<file path="config.mk">
export PLATFORM = sky130hd
export DESIGN_NAME = pipe_add_sub
export DESIGN_NICKNAME = d
export VERILOG_FILES = /design/src/rtl/pipe_add_sub.sv
export SDC_FILE = /design/constraint.sdc
export NUM_CORES = 1
export LEC_CHECK = 0
export BUFFER_PORTS_ARGS = -buffer_cell sky130_fd_sc_hd__buf_2
export CAP_MARGIN = 5
export CORE_AREA = 4 4 112 114
export CTS_BUF_LIST = sky130_fd_sc_hd__clkbuf_8
export DETAILED_ROUTE_END_ITERATION = 10
export DIE_AREA = 0 0 116 118
export GPL_TIMING_DRIVEN = 1
export PLACE_DENSITY = 0.59
export SLEW_MARGIN = 30
export SYNTH_ARGS = -nofsm -noshare
export SYNTH_HDL_FRONTEND = slang
export SYNTH_SLANG_ARGS = --single-unit
</file>
<file path="constraint.sdc">
create_clock -name clk -period 4.7 [get_ports clk]
set_input_delay 0.235 -clock clk [delete_from_list [all_inputs] [get_ports clk]]
set_output_delay 0.235 -clock clk [all_outputs]
set_load 0.01 [all_outputs]
</file>
<file path="src/rtl/pipe_add_sub.sv">
// ---------------------------------------------------------------------------
// pipe_add_sub
//   Pipelined two's-complement adder/subtractor with a valid/ready handshake
//   on both sides. The carry chain is split into STAGES chunks of
//   CHUNK = WIDTH/STAGES bits. Each stage resolves one chunk using the carry
//   registered by the previous stage. One operation per cycle is sustained,
//   and full backpressure is supported.
//
//   Parameters
//     WIDTH   operand/result width (>= 2)
//     STAGES  pipeline depth (1..WIDTH, WIDTH % STAGES == 0)
//
//   Optional build macro
//     ADD_SAT_EN  when defined, the sum saturates toward the sign of A on
//                 signed overflow. ovf and cout still report the raw
//                 (unsaturated) result. zero and neg follow the saturated sum.
//
//   Ports
//     clk, rst_n        clock, asynchronous active-low reset
//     in_valid/in_ready upstream handshake for a, b, sub, cin
//     a, b              operands
//     sub               0: a + b + cin     1: a - b - cin (cin = borrow-in)
//     cin               carry-in / borrow-in
//     out_valid/out_ready downstream handshake
//     sum               result
//     cout              carry out of the MSB (for sub, 1 = no borrow)
//     ovf               signed overflow
//     zero              sum == 0
//     neg               sum MSB
// ---------------------------------------------------------------------------
module pipe_add_sub #(
    parameter int WIDTH  = 16,
    parameter int STAGES = 4
) (
    input  logic             clk,
    input  logic             rst_n,
    input  logic             in_valid,
    output logic             in_ready,
    input  logic [WIDTH-1:0] a,
    input  logic [WIDTH-1:0] b,
    input  logic             sub,
    input  logic             cin,
    output logic             out_valid,
    input  logic             out_ready,
    output logic [WIDTH-1:0] sum,
    output logic             cout,
    output logic             ovf,
    output logic             zero,
    output logic             neg
);

    localparam int CHUNK = WIDTH / STAGES;

    // Pipeline registers; index k holds the contents of stage k.
    logic [STAGES-1:0] vld_p;
    logic [WIDTH-1:0]  a_p   [STAGES];
    logic [WIDTH-1:0]  bx_p  [STAGES];
    logic [WIDTH-1:0]  sum_p [STAGES];
    logic [STAGES-1:0] c_p;
    logic              ovf_p;
    logic              zero_p;
    logic              neg_p;

    // Per-stage inputs and combinational results.
    logic [WIDTH-1:0]  a_i   [STAGES];
    logic [WIDTH-1:0]  bx_i  [STAGES];
    logic [WIDTH-1:0]  s_i   [STAGES];
    logic [WIDTH-1:0]  sum_n [STAGES];
    logic [STAGES-1:0] c_i;
    logic [STAGES-1:0] c_n;
    logic [STAGES-1:0] adv;
    logic [STAGES-1:0] vld_in;

`ifdef ADD_SAT_EN
    function automatic logic [WIDTH-1:0] sat_sum(input logic [WIDTH-1:0] raw,
                                                 input logic             ov,
                                                 input logic             a_msb);
        if (!ov)
            return raw;
        return a_msb ? {1'b1, {(WIDTH-1){1'b0}}} : {1'b0, {(WIDTH-1){1'b1}}};
    endfunction
`endif

    // A stage advances when it is empty or the stage after it advances.
    // Walking from the output back keeps in_ready free of any in_valid path.
    always_comb begin : adv_chain
        logic nxt;
        adv = '0;
        nxt = out_ready;
        for (int k = STAGES - 1; k >= 0; k--) begin
            nxt    = !vld_p[k] || nxt;
            adv[k] = nxt;
        end
    end

    always_comb begin
        vld_in    = vld_p << 1;
        vld_in[0] = in_valid;
    end

    for (genvar k = 0; k < STAGES; k++) begin : g_stage
        logic [CHUNK:0]   part;
        logic [WIDTH-1:0] s_new;

        if (k == 0) begin : g_first
            // Subtraction is a + ~b + !cin; inverting b here means the later
            // stages only ever add.
            assign a_i[k]  = a;
            assign bx_i[k] = sub ? ~b : b;
            assign s_i[k]  = '0;
            assign c_i[k]  = sub ^ cin;
        end else begin : g_next
            assign a_i[k]  = a_p[k-1];
            assign bx_i[k] = bx_p[k-1];
            assign s_i[k]  = sum_p[k-1];
            assign c_i[k]  = c_p[k-1];
        end

        assign part = {1'b0, a_i[k][k*CHUNK +: CHUNK]}
                    + {1'b0, bx_i[k][k*CHUNK +: CHUNK]}
                    + {{CHUNK{1'b0}}, c_i[k]};

        always_comb begin
            s_new                    = s_i[k];
            s_new[k*CHUNK +: CHUNK]  = part[CHUNK-1:0];
        end

        assign sum_n[k] = s_new;
        assign c_n[k]   = part[CHUNK];
    end

    // Last-stage flags. The carry into the MSB is recovered as
    // a ^ b ^ sum at that bit, so no separate carry tap is needed.
    logic [WIDTH-1:0] raw_sum;
    logic [WIDTH-1:0] fin_sum;
    logic             ovf_n;

    assign raw_sum = sum_n[STAGES-1];
    assign ovf_n   = a_i[STAGES-1][WIDTH-1] ^ bx_i[STAGES-1][WIDTH-1]
                   ^ raw_sum[WIDTH-1] ^ c_n[STAGES-1];

`ifdef ADD_SAT_EN
    assign fin_sum = sat_sum(raw_sum, ovf_n, a_i[STAGES-1][WIDTH-1]);
`else
    assign fin_sum = raw_sum;
`endif

    // Stage valid bits
    always_ff @(posedge clk or negedge rst_n) begin
        if (!rst_n) begin
            vld_p <= '0;
        end else begin
            for (int k = 0; k < STAGES; k++)
                if (adv[k])
                    vld_p[k] <= vld_in[k];
        end
    end

    // Stage data. A stalled stage keeps its contents, which holds the outputs.
    always_ff @(posedge clk) begin
        for (int k = 0; k < STAGES; k++) begin
            if (adv[k]) begin
                a_p[k]   <= a_i[k];
                bx_p[k]  <= bx_i[k];
                sum_p[k] <= (k == STAGES - 1) ? fin_sum : sum_n[k];
                c_p[k]   <= c_n[k];
            end
        end
        if (adv[STAGES-1]) begin
            ovf_p  <= ovf_n;
            zero_p <= (fin_sum == '0);
            neg_p  <= fin_sum[WIDTH-1];
        end
    end

    // Outputs. Data registers are not reset, so the results are gated by
    // valid to read as zero whenever nothing is being presented.
    assign in_ready  = adv[0];
    assign out_valid = vld_p[STAGES-1];
    assign sum       = out_valid ? sum_p[STAGES-1] : '0;
    assign cout      = out_valid & c_p[STAGES-1];
    assign ovf       = out_valid & ovf_p;
    assign zero      = out_valid & zero_p;
    assign neg       = out_valid & neg_p;

endmodule

</file>
== Word-level counts from Yosys, hierarchy flattened ==
Memory sizes are Yosys's and may differ from the RTL's.
Cells that the tools add are included.
Operators by class
  add/sub/neg operators: 8
  muxes and demuxes: 10
  bitwise operators: 9
  reductions and logical operators: 9
Operators with widths (number)
  2-to-1 mux 16 bit: 2
  adder 4 x 4 -> 5 bit: 4
  adder 5 x 1 -> 5 bit: 4
  logical NOT 16 bit: 1
  inverter 16 bit: 1
  2-to-1 mux 1 bit: 8
  AND 1 bit: 4
  logical NOT 1 bit: 4
  logical OR 1 bit: 4
  bitwise XOR 1 bit: 4
Word-level totals
  bits in registers: 11
  bits in writable memories: 192
  bits of input ports: 38
  output and inout port bits: 22
  logic and storage cells: 50
  memories kept: 3
Memories
  a_p: depth 4, bits a word 16, rd ports 3, clocked after memory_dff 0, write ports 4, RTL line 56  | logic [WIDTH-1:0] a_p [STAGES];
  bx_p: depth 4, bits a word 16, rd ports 3, clocked after memory_dff 0, write ports 4, RTL line 57  | logic [WIDTH-1:0] bx_p [STAGES];
  sum_p: depth 4, bits a word 16, rd ports 4, clocked after memory_dff 0, write ports 4, RTL line 58  | logic [WIDTH-1:0] sum_p [STAGES];

== Longest topological paths before layout ==
Gate-level depths: netlist of run 1.
  word-level depth: 7
  mapped depth: 7
  depth with buffers taken out: 6

== Worst setup path after synthesis of run 1 ==
Ideal clock, no wire load.
  path kind: reg2reg
  from: register vld_p[3]
  to: memory a_p[0][10], enable pin
  setup time: 335 ps
  arrival: 2082 ps
  data required time: 4365 ps
  setup slack: 2284 ps
  stages on the path, launching flop included: 3
  buffers on the path: 0
  period minus slack after synthesis: 2416 ps
  cells stage by stage: dfrtp_1 nand4b_1 or2_2
RTL lines
  start, declared: RTL line 55  | logic [STAGES-1:0] vld_p;
  start signal, assigned by index: RTL line 155  | vld_p[k] <= vld_in[k];
  end, declared: RTL line 56

== Worst setup path after layout of run 1 ==
  from: register vld_p[3]
  to: output port in_ready
Between the ends
  cells in the longest elaborated chain, start to end: 5
RTL lines
  logical NOT 1 bit: RTL line 91  | nxt = !vld_p[k] || nxt;
  logical OR 1 bit (3 in series): RTL line 91
  named net adv[1]: RTL line 71  | logic [STAGES-1:0] adv;
  logical OR 1 bit: RTL line 91
  end, declared: RTL line 38  | output logic in_ready,
The timed path passes the listed nets, and every way through them passes these cells.

==> flow_metrics.env, run 1 <==
export IMPL_mostFrequentLayoutCells="edfxtp_1, buf_2, xor2_1"
export IMPL_max_freq_ghz=0.3876
export IMPL_die_h_um=118
export IMPL_drive_above_1_share_pct=26.92
export IMPL_antenna_found_initial=0
export IMPL_cts_root_buffer="clkbuf_8"
export IMPL_totalPowerFinal_mw=2.097
export IMPL_tns_ns=0
export IMPL_setup_viol=0
export IMPL_ys_top_cells_by_area="edfxtp_1, xor2_1, fa_1"
export IMPL_power_density_mw_per_mm2=463.4
export IMPL_cts_tree="built"
export IMPL_start_util_pct=33.84
export IMPL_cp_required_ns=4.47
export IMPL_final_core_util_pct=39.63
export IMPL_cts_resized=0
export IMPL_coreArea_mm2=0.01142
export IMPL_power_leakage_nw=1.804
export IMPL_grt_pass1_wl_um=8583
export IMPL_fin_crit_sh_pct=54.89
export IMPL_routed_via_count=1760
export IMPL_max_stage_delay_ns=0.62
export IMPL_port_buffers=59
export IMPL_cts_inserted_buffers=9
export IMPL_outcome="finished clean"
export IMPL_hold_viol_final=0
export IMPL_multi_input_area_um2=878.3
export IMPL_clock_skew_ns=0.006717
export IMPL_syn_area_per_cell_um2=18.14
export IMPL_synth_fp_nets=271
export IMPL_gp_congestion=0.7452
export IMPL_clk_latency_ns=0.34
export IMPL_ys_ff_latch=98
export IMPL_synth_warnings=0
export IMPL_die_area_mm2=0.01369
export IMPL_gr_usage_all_layers_pct=8.089
export IMPL_netlist_area_mm2=0.003864
export IMPL_seq_area_frac_synth_pct=75.65
export IMPL_n_antenna_cell=0
export IMPL_peakVddDrop_mv=0.1510
export IMPL_cp_num_buf_inv=2
export IMPL_syn_inst=213
export IMPL_synth_top_cell_area_share_pct=73.06
export IMPL_num_rows=39
export IMPL_ios=60
export IMPL_clock_path_buffers=2
export IMPL_hold_depth=1
export IMPL_worstPathCellList="nand4b_1 > buf_4 > or2_2 > buf_2"
export IMPL_drt_total_wl_um=5108
export IMPL_cp_arrival_ns=2.34
export IMPL_worst_setup_path_type="reg -> out"
export IMPL_ys_types=29
export IMPL_final_nets=339
export IMPL_syn_to_final_growth_pct=17.13
export IMPL_die_width_um=116
export IMPL_synth_top_area_cell="edfxtp_1"
export IMPL_slew_viol_final=0
export IMPL_htree_num_levels=3
export IMPL_drt_iter0_markers=78
export IMPL_crit_path_start_kind="flop"
export IMPL_cap_violations=0
export IMPL_grt_pass1_vias=1762
export IMPL_critical_path_slowest_cell="or2_2"
export IMPL_cp_max_fo=31
export IMPL_critPathTopFamily="simple AND/OR/NAND/NOR gates"
export IMPL_relSlewSlack_pct=42.53
export IMPL_drt_vias_per_instance=4.103
export IMPL_drc_errors=0
export IMPL_hpwl_um=3807
export IMPL_ant_nets=0
export IMPL_path_clk_slew_ns=0.09
export IMPL_hold_buffers=1
export IMPL_holdCritPathClass="in -> reg"
export IMPL_post_cts_buffers=0
export IMPL_final_min_clock_period_ns=2.580
export IMPL_rsz0062_at_grt="false"
export IMPL_clkSinkCount=98
export IMPL_endpoint_kind="primary output"
export IMPL_fillers=1089
export IMPL_final_common_cell="edfxtp_1"
export IMPL_ff2ff_path_depth=5
export IMPL_final_cells=429
export IMPL_path_depth=4
export IMPL_placed_cells_incl_taps=411
export IMPL_worstMarginPinSlew_ns=0.8620
export IMPL_regArea_mm2=0.002923
export IMPL_grt_max_degree=32
export IMPL_drt_pass1_iter_count=4
export IMPL_grt_overflow=0
export IMPL_avgRoutedWirePerCell_um=11.91
==> report_power, final <==
group / internal (mW) / total (mW) / leakage, nW / switching [mW]
clock: 0.240 / 0.500 / 0.0955 / 0.260
sequential: 1.20 / 1.27 / 1.00 / 0.0626
combinational: 0.155 / 0.332 / 0.707 / 0.178
==> sequential cells by signal, indices dropped and copies added, names as in the netlist <==
register and flops:
vld_p 4, bx_p 24, sum_p 39, a_p 24
ovf_p 1, zero_p 1, neg_p 1, c_p 4
==> cells in the mapped netlist <==
cell type	n
a21o_1	5
a21oi_1	6
and2_1	19
and3_1	1
buf_2	2
buf_4	1
clkbuf_1	2
dfrtp_1	4
edfxtp_1	94
fa_1	8
ha_1	12
inv_1	10
nand2_1	2
nand2b_1	6
nand3_1	1
nand3b_1	1
nand4b_1	1
nor2_1	2
nor2b_1	2
nor3_2	1
nor4_1	1
o2111a_1	1
o21ai_0	2
o21bai_1	1
or2_2	1
or4_1	1
or4_4	1
xnor2_1	5
xor2_1	20
==> layer usage <==
layer / GRT usage (%) / vias up / part of all wire (%)
met3: 2.571 / 11 / 7.4
met2: 11.08 / 53 / 42
li1: - / 905 / -
met4: 5.004 / 0 / 2.8
met1: 11.01 / 791 / 47
met5: 0 / - / 0
==> per-stage QoR <==
| step | worst slack, ns | instance area [um^2] | hold slack (ns) |
|---|---|---|---|
| after detailed placement | 2.394 | 4320 | 0.04878 |
| after CTS | 1.988 | 4514 | 0.03637 |
| after global placement | 2.474 | 4320 | 0.04338 |
| after floorplan | 2.284 | 3864 | -0.06059 |
| final | 2.120 | 4526 | 0.05723 |
| after global routing | 1.883 | 4526 | 0.02722 |
==> kinds of logic after synthesis <==
kind of cell | synth area share [%]
compound gates | 2.494
fa+ha+maj | 8.031
buf+inv | 1.619
simple gates | 6.542
flops | 75.65
xor+xnor | 5.667
==> final timing paths <==
check | slack [ns] | endpoint | startpoint
worst min-delay path | 0.06 | a_p[0][11] | a[11]
min in group asynchronous | 0.22 | vld_p[2] | rst_n
worst min register to register | 0.42 | sum_p[1][3] | sum_p[0][3]
max in group asynchronous | 4.36 | vld_p[1] | rst_n
worst max register to register | 2.45 | zero_p | a_p[2][12]
worst max-delay path | 2.12 | in_ready | vld_p[3]
==> final cells by class <==
type | count | share of cell area [%]
sequential | 98 | 64.58
clock buffer | 9 | 2.737
timing repair buffer | 62 | 7.161
multi-input combinational | 100 | 19.41
tap | 143 | 3.954
clock inverter | 7 | 1.327
inverter | 10 | 0.8294
Note: power is estimated with default switching activity, not from simulation.
==> run 2: changes to the inputs <==
Settings changed: ABC_AREA set to 1, CORE_AREA 4 4 112 114 to 4 4 113 115, DIE_AREA 0 0 116 118 to 0 0 117 119, PLACE_DENSITY 0.59 to 0.6.
Clock period 4.7 ns to 2.27 ns, I/O delays scaled along.
==> run 2 against run 1 <==
Compared with the run above:
- clock power rose by 77%
- utilization hardly changed
- worst setup slack lost 1.8 ns
- largest cell class unchanged
==> flow_metrics.env, run 2 <==
export IMPL_syn_inst=251
export IMPL_drt_iter0_markers=59
export IMPL_reg_top3="sum_p: 39 flops, a_p: 24 flops, bx_p: 24 flops"
export IMPL_worstMarginPinSlew_ns=0.6648
export IMPL_netlist_area_mm2=0.003923
export IMPL_grt_pass1_vias=1971
export IMPL_die_area_mm2=0.01392
export IMPL_peakVddDrop_mv=0.2689
export IMPL_clkSinkCount=98
export IMPL_htree_num_levels=3
export IMPL_yosysMostFrequentCell="edfxtp_1"
export IMPL_endpoint_kind="flop"
export IMPL_port_buffers=59
export IMPL_ios=60
export IMPL_outcome="finished clean"
export IMPL_critPathTopFamily="adder cells"
export IMPL_final_min_clock_period_ns=1.938
export IMPL_drt_vias_per_instance=3.930
export IMPL_grt_overflow=0
export IMPL_worstReg2RegEnd="zero_p"
export IMPL_largest_register="sum_p"
export IMPL_power_leakage_nw=2.016
export IMPL_min_from="b[11]"
export IMPL_final_common_cell="edfxtp_1"
export IMPL_final_nets=393
export IMPL_cts_root_buffer="clkbuf_8"
export IMPL_cp_arrival_ns=2.15
export IMPL_synth_top_cell_area_share_pct=71.96
export IMPL_cts_inserted_buffers=9
export IMPL_ys_types=19
export IMPL_synth_ff_type="edfxtp_1"
export IMPL_cp_num_buf_inv=0
export IMPL_slew_viol_final=0
export IMPL_rsz0062_at_grt="false"
export IMPL_worst_setup_path_type="reg -> reg"
export IMPL_setup_viol=0
export IMPL_power_density_mw_per_mm2=903.5
export IMPL_die_width_um=117
export IMPL_max_freq_ghz=0.5161
export IMPL_path_clk_slew_ns=0.08
export IMPL_drt_total_wl_um=4986
export IMPL_grt_max_degree=32
export IMPL_hold_viol_final=0
export IMPL_synthArstFlopShare_pct=4.082
export IMPL_worstPathCellList="fa_1 > fa_1 > nor2_1 > nand2_1 > nor2_1 > nand3_1 > nor2_1"
export IMPL_num_rows=40
export IMPL_clk_latency_ns=0.35
export IMPL_tns_ns=0
export IMPL_gr_usage_all_layers_pct=7.842
export IMPL_seq_area_frac_synth_pct=74.51
export IMPL_synth_fp_nets=309
export IMPL_min_to="bx_p[0][11]"
export IMPL_n_antenna_cell=0
export IMPL_worstReg2RegStart="a_p[2][12]"
export IMPL_syn_area_per_cell_um2=15.63
export IMPL_drt_pass1_iter_count=4
export IMPL_ant_nets=0
export IMPL_grt_pass1_wl_um=8611
export IMPL_synth_warnings=0
export IMPL_cap_violations=0
export IMPL_hold_depth=2
export IMPL_coreArea_mm2=0.01181
export IMPL_largest_reg_flops=39
export IMPL_ff2ff_path_depth=7
export IMPL_routed_via_count=1910
export IMPL_cts_resized=0
export IMPL_crit_path_start_kind="flop"
export IMPL_cp_max_fo=2
export IMPL_yosys_top_cells_count="edfxtp_1, nand2_1, inv_1"
export IMPL_clock_skew_ns=0.006372
export IMPL_max_stage_delay_ns=0.48
export IMPL_hpwl_um=3831
export IMPL_gp_congestion=0.7025
export IMPL_fin_crit_sh_pct=85.37
export IMPL_relSlewSlack_pct=55.63
export IMPL_antenna_found_initial=0
export IMPL_drc_errors=0
export IMPL_synth_edff_count=94
export IMPL_avgRoutedWirePerCell_um=10.26
export IMPL_r2r_slack_ns=0.33
export IMPL_final_core_util_pct=39.64
export IMPL_mostFrequentLayoutCells="edfxtp_1, buf_2, inv_1"
export IMPL_synth_top_area_cell="edfxtp_1"
export IMPL_start_util_pct=33.21
export IMPL_syn_to_final_growth_pct=19.36
export IMPL_cp_required_ns=2.49
export IMPL_crit_top_cell="nor2_1"
export IMPL_clock_path_buffers=2
export IMPL_cts_tree="built"
export IMPL_ys_top_cells_by_area="edfxtp_1, xor2_1, fa_1"
export IMPL_critical_path_slowest_cell="fa_1"
export IMPL_holdCritPathClass="in -> reg"
export IMPL_die_h_um=119
export IMPL_drive_above_1_share_pct=22.71
export IMPL_ys_ff_latch=98
-- run 2: worst register-to-register path, delay by kind of cell (launching register included) --
family	cells	cell delay, ns
adder cells (fa/ha/maj)	2	0.96
AND/OR/NAND/NOR	5	0.44
flip-flops	1	0.40
-- run 2: how the worst max path moves through the flow --
stage               start          to  cells past startpoint
6_report       a_p[2][12]      zero_p                      7
5_1_grt        a_p[2][12]      zero_p                      7
4_1_cts        a_p[2][12]      zero_p                      7
3_5_place_dp   a_p[2][12]      zero_p                      7
3_3_place_gp   a_p[2][12]      zero_p                      7
2_1_floorplan    vld_p[3]  a_p[0][10]                      3
-- run 2: cell families after synthesis --
kind of cell    after synthesis  share of synthesized area, %
compound gates                9                         1.148
xor+xnor                     25                         5.582
fa+ha+maj                    20                         7.910
buf+inv                      40                         4.593
flops                        98                         74.51
simple gates                 59                         6.252
-- run 2: routing by layer --
layer | share of wire [%] | track usage (%)
met5 | 0 | 0
met4 | 2.8 | 5.161
met3 | 6.2 | 1.778
met2 | 44 | 11.70
met1 | 47 | 10.12
-- run 2: final cells by class --
class | count | area [um^2]
fillers | 1124 | 7129
flip-flops and latches | 98 | 2923
multi-input cells | 113 | 819.5
repair buffers | 78 | 473.0
well taps | 147 | 183.9
inverters | 35 | 131.4
clock buffers | 9 | 123.9
clock inverters | 6 | 27.53
-- run 2: repair_timing --
item | 4_1_cts | 5_1_grt
hold endpoints to repair | 17 | 0
setup buffers | 0 | 0
hold buffers | 14 | 0
-- run 2: where the power goes --
| part | switching (mW) | leakage [nW] | internal, mW | total [mW] |
|---|---|---|---|---|
| clock | 0.509 | 0.0826 | 0.375 | 0.884 |
| sequential | 0.122 | 0.998 | 2.49 | 2.61 |
| combinational | 0.421 | 0.935 | 0.318 | 0.738 |
-- run 2: through the flow --
stage	instance area, um^2	total power [mW]	hold slack (ns)	instances	worst slack (ns)
after floorplan	3923	3.116	-0.1821	251	0.1018
after global placement	4390	3.370	-0.07898	457	0.4352
after detailed placement	4390	3.397	-0.07613	457	0.3475
after CTS	4682	4.304	0.03807	486	0.3249
after global routing	4682	4.515	0.04822	486	0.2182
final	4682	4.230	0.06248	486	0.3322
==> run 3: changes to the inputs <==
Settings changed: CORE_AREA 4 4 113 115 to 4 4 97 99, DIE_AREA 0 0 117 119 to 0 0 101 103, PLACE_DENSITY 0.6 to 0.76.
==> run 3 against run 2 <==
Compared with the run above:
- power grew 7.8%
- non-clock buffer count shrank 1
- clock-buffer cell count is the same
- largest power group unchanged
==> flow_metrics.env, run 3 (synthesis gave the netlist of run 2 again) <==
export IMPL_outcome="finished clean"
export IMPL_syn_to_final_growth_pct=19.84
export IMPL_setup_viol=0
export IMPL_tns_ns=0
export IMPL_cts_tree="built"
export IMPL_start_util_pct=45.87
export IMPL_holdCritPathClass="in -> reg"
export IMPL_largest_register="sum_p"
export IMPL_clock_path_buffers=2
export IMPL_drive_above_1_share_pct=23.89
export IMPL_max_freq_ghz=0.5255
export IMPL_die_h_um=103
export IMPL_cp_max_fo=2
export IMPL_worstReg2RegStart="a_p[2][12]"
export IMPL_grt_pass1_wl_um=8852
export IMPL_largest_reg_flops=39
export IMPL_grt_overflow=0
export IMPL_power_leakage_nw=2.039
export IMPL_cp_required_ns=2.48
export IMPL_die_area_mm2=0.01040
export IMPL_avgRoutedWirePerCell_um=11.56
export IMPL_gp_congestion=0.7489
export IMPL_reg_top3="sum_p: 39 flops, a_p: 24 flops, bx_p: 24 flops"
export IMPL_slew_viol_final=0
export IMPL_endpoint_kind="flop"
export IMPL_drt_total_wl_um=5166
export IMPL_min_from="b[10]"
export IMPL_fin_crit_sh_pct=83.84
export IMPL_clock_skew_ns=0.005718
export IMPL_coreArea_mm2=0.008551
export IMPL_cts_root_buffer="clkbuf_8"
export IMPL_routed_via_count=1960
export IMPL_clk_latency_ns=0.35
export IMPL_grt_pass1_vias=1997
export IMPL_antenna_found_initial=0
export IMPL_path_clk_slew_ns=0.09
export IMPL_hold_viol_final=0
export IMPL_worstMarginPinSlew_ns=0.8328
export IMPL_gr_usage_all_layers_pct=11.09
export IMPL_crit_path_start_kind="flop"
export IMPL_drc_errors=0
export IMPL_final_min_clock_period_ns=1.903
export IMPL_drt_pass1_iter_count=2
export IMPL_power_density_mw_per_mm2=970.4
export IMPL_startpoint="a_p[2][12]"
export IMPL_final_nets=392
export IMPL_port_buffers=59
export IMPL_relSlewSlack_pct=44.34
export IMPL_fillers=693
export IMPL_hold_buffers=14
export IMPL_drt_vias_per_instance=4.385
export IMPL_htree_num_levels=3
export IMPL_n_antenna_cell=0
export IMPL_final_common_cell="edfxtp_1"
export IMPL_worst_setup_path_type="reg -> reg"
export IMPL_final_core_util_pct=54.98
export IMPL_ios=60
export IMPL_die_width_um=101
export IMPL_hpwl_um=3812
export IMPL_rsz0062_at_grt="false"
export IMPL_num_rows=34
export IMPL_drt_iter0_markers=56
export IMPL_cp_arrival_ns=2.12
export IMPL_grt_max_degree=32
export IMPL_post_cts_buffers=0
export IMPL_mostFrequentLayoutCells="edfxtp_1, buf_2, nand2_1"
export IMPL_cts_resized=0
export IMPL_cts_inserted_buffers=9
export IMPL_ant_nets=0
export IMPL_peakVddDrop_mv=0.3706
export IMPL_cap_violations=0
export IMPL_clkSinkCount=98
-- run 3: changes by cell type in the layout (fill, tap and decap cells not counted) --
cell       before  now
inv_1          37   35
clkinv_2        1    0
bufinv_16       0    2
inv_6           0    1
clkinv_4        0    3
buf_4           5    4
clkinv_1        2    0
-- run 3: critical path, stage by stage, from the launching register on --
cell and delay, ns:
edfxtp_1 0.40, fa_1 0.47, fa_1 0.47, nor2_1 0.12
nand2_1 0.05, nor2_1 0.10, nand3_1 0.07, nor2_1 0.09
-- run 3: area by class of cell --
cell class	instances	area (um^2)	area share, %
clock buffers	9	123.9	2.635
clock inverters	7	102.6	2.183
inverters	35	131.4	2.795
multi-input cells	113	819.5	17.43
flip-flops and latches	98	2923	62.18
well taps	108	135.1	2.875
repair buffers	77	465.4	9.902
-- run 3: worst paths after layout --
| path | endpoint | slack, ns | depth (start not counted) |
|---|---|---|---|
| max | zero_p | 0.37 | 7 |
| min | bx_p[0][10] | 0.05 | 2 |
| max reg2reg | zero_p | 0.37 | 7 |
| min reg2reg | a_p[2][15] | 0.42 | 0 |
| max in group asynchronous | vld_p[0] | 2.04 | 2 |
| min in group asynchronous | vld_p[2] | 0.10 | 2 |
-- run 3: layer usage --
| layer | track usage [%] | vias up | wire length [um] |
|---|---|---|---|
| met3 | 4.060 | 6 | 366 |
| li1 | - | 1014 | - |
| met5 | 0 | - | 0 |
| met2 | 18.43 | 52 | 2568 |
| met4 | 5.215 | 0 | 95 |
| met1 | 12.88 | 888 | 2136 |
-- run 3: through the flow --
| step | setup WS [ns] | power [mW] | cell area, um^2 | instances | hold WS (ns) |
|---|---|---|---|---|---|
| after floorplan | 0.1018 | 3.116 | 3923 | 251 | -0.1821 |
| after global routing | 0.1952 | 4.841 | 4701 | 447 | 0.02165 |
| after global placement | 0.4434 | 3.340 | 4334 | 417 | -0.08161 |
| final | 0.3669 | 4.562 | 4701 | 447 | 0.05473 |
| after CTS | 0.3504 | 4.620 | 4701 | 447 | 0.03697 |
| after detailed placement | 0.3705 | 3.398 | 4334 | 417 | -0.07644 |
-- run 3: power breakdown --
group,switching [mW],leakage [nW],internal (mW)
logic,0.417,0.930,0.315
registers,0.129,0.998,2.49
clock network,0.584,0.110,0.630
total,1.13,2.04,3.43
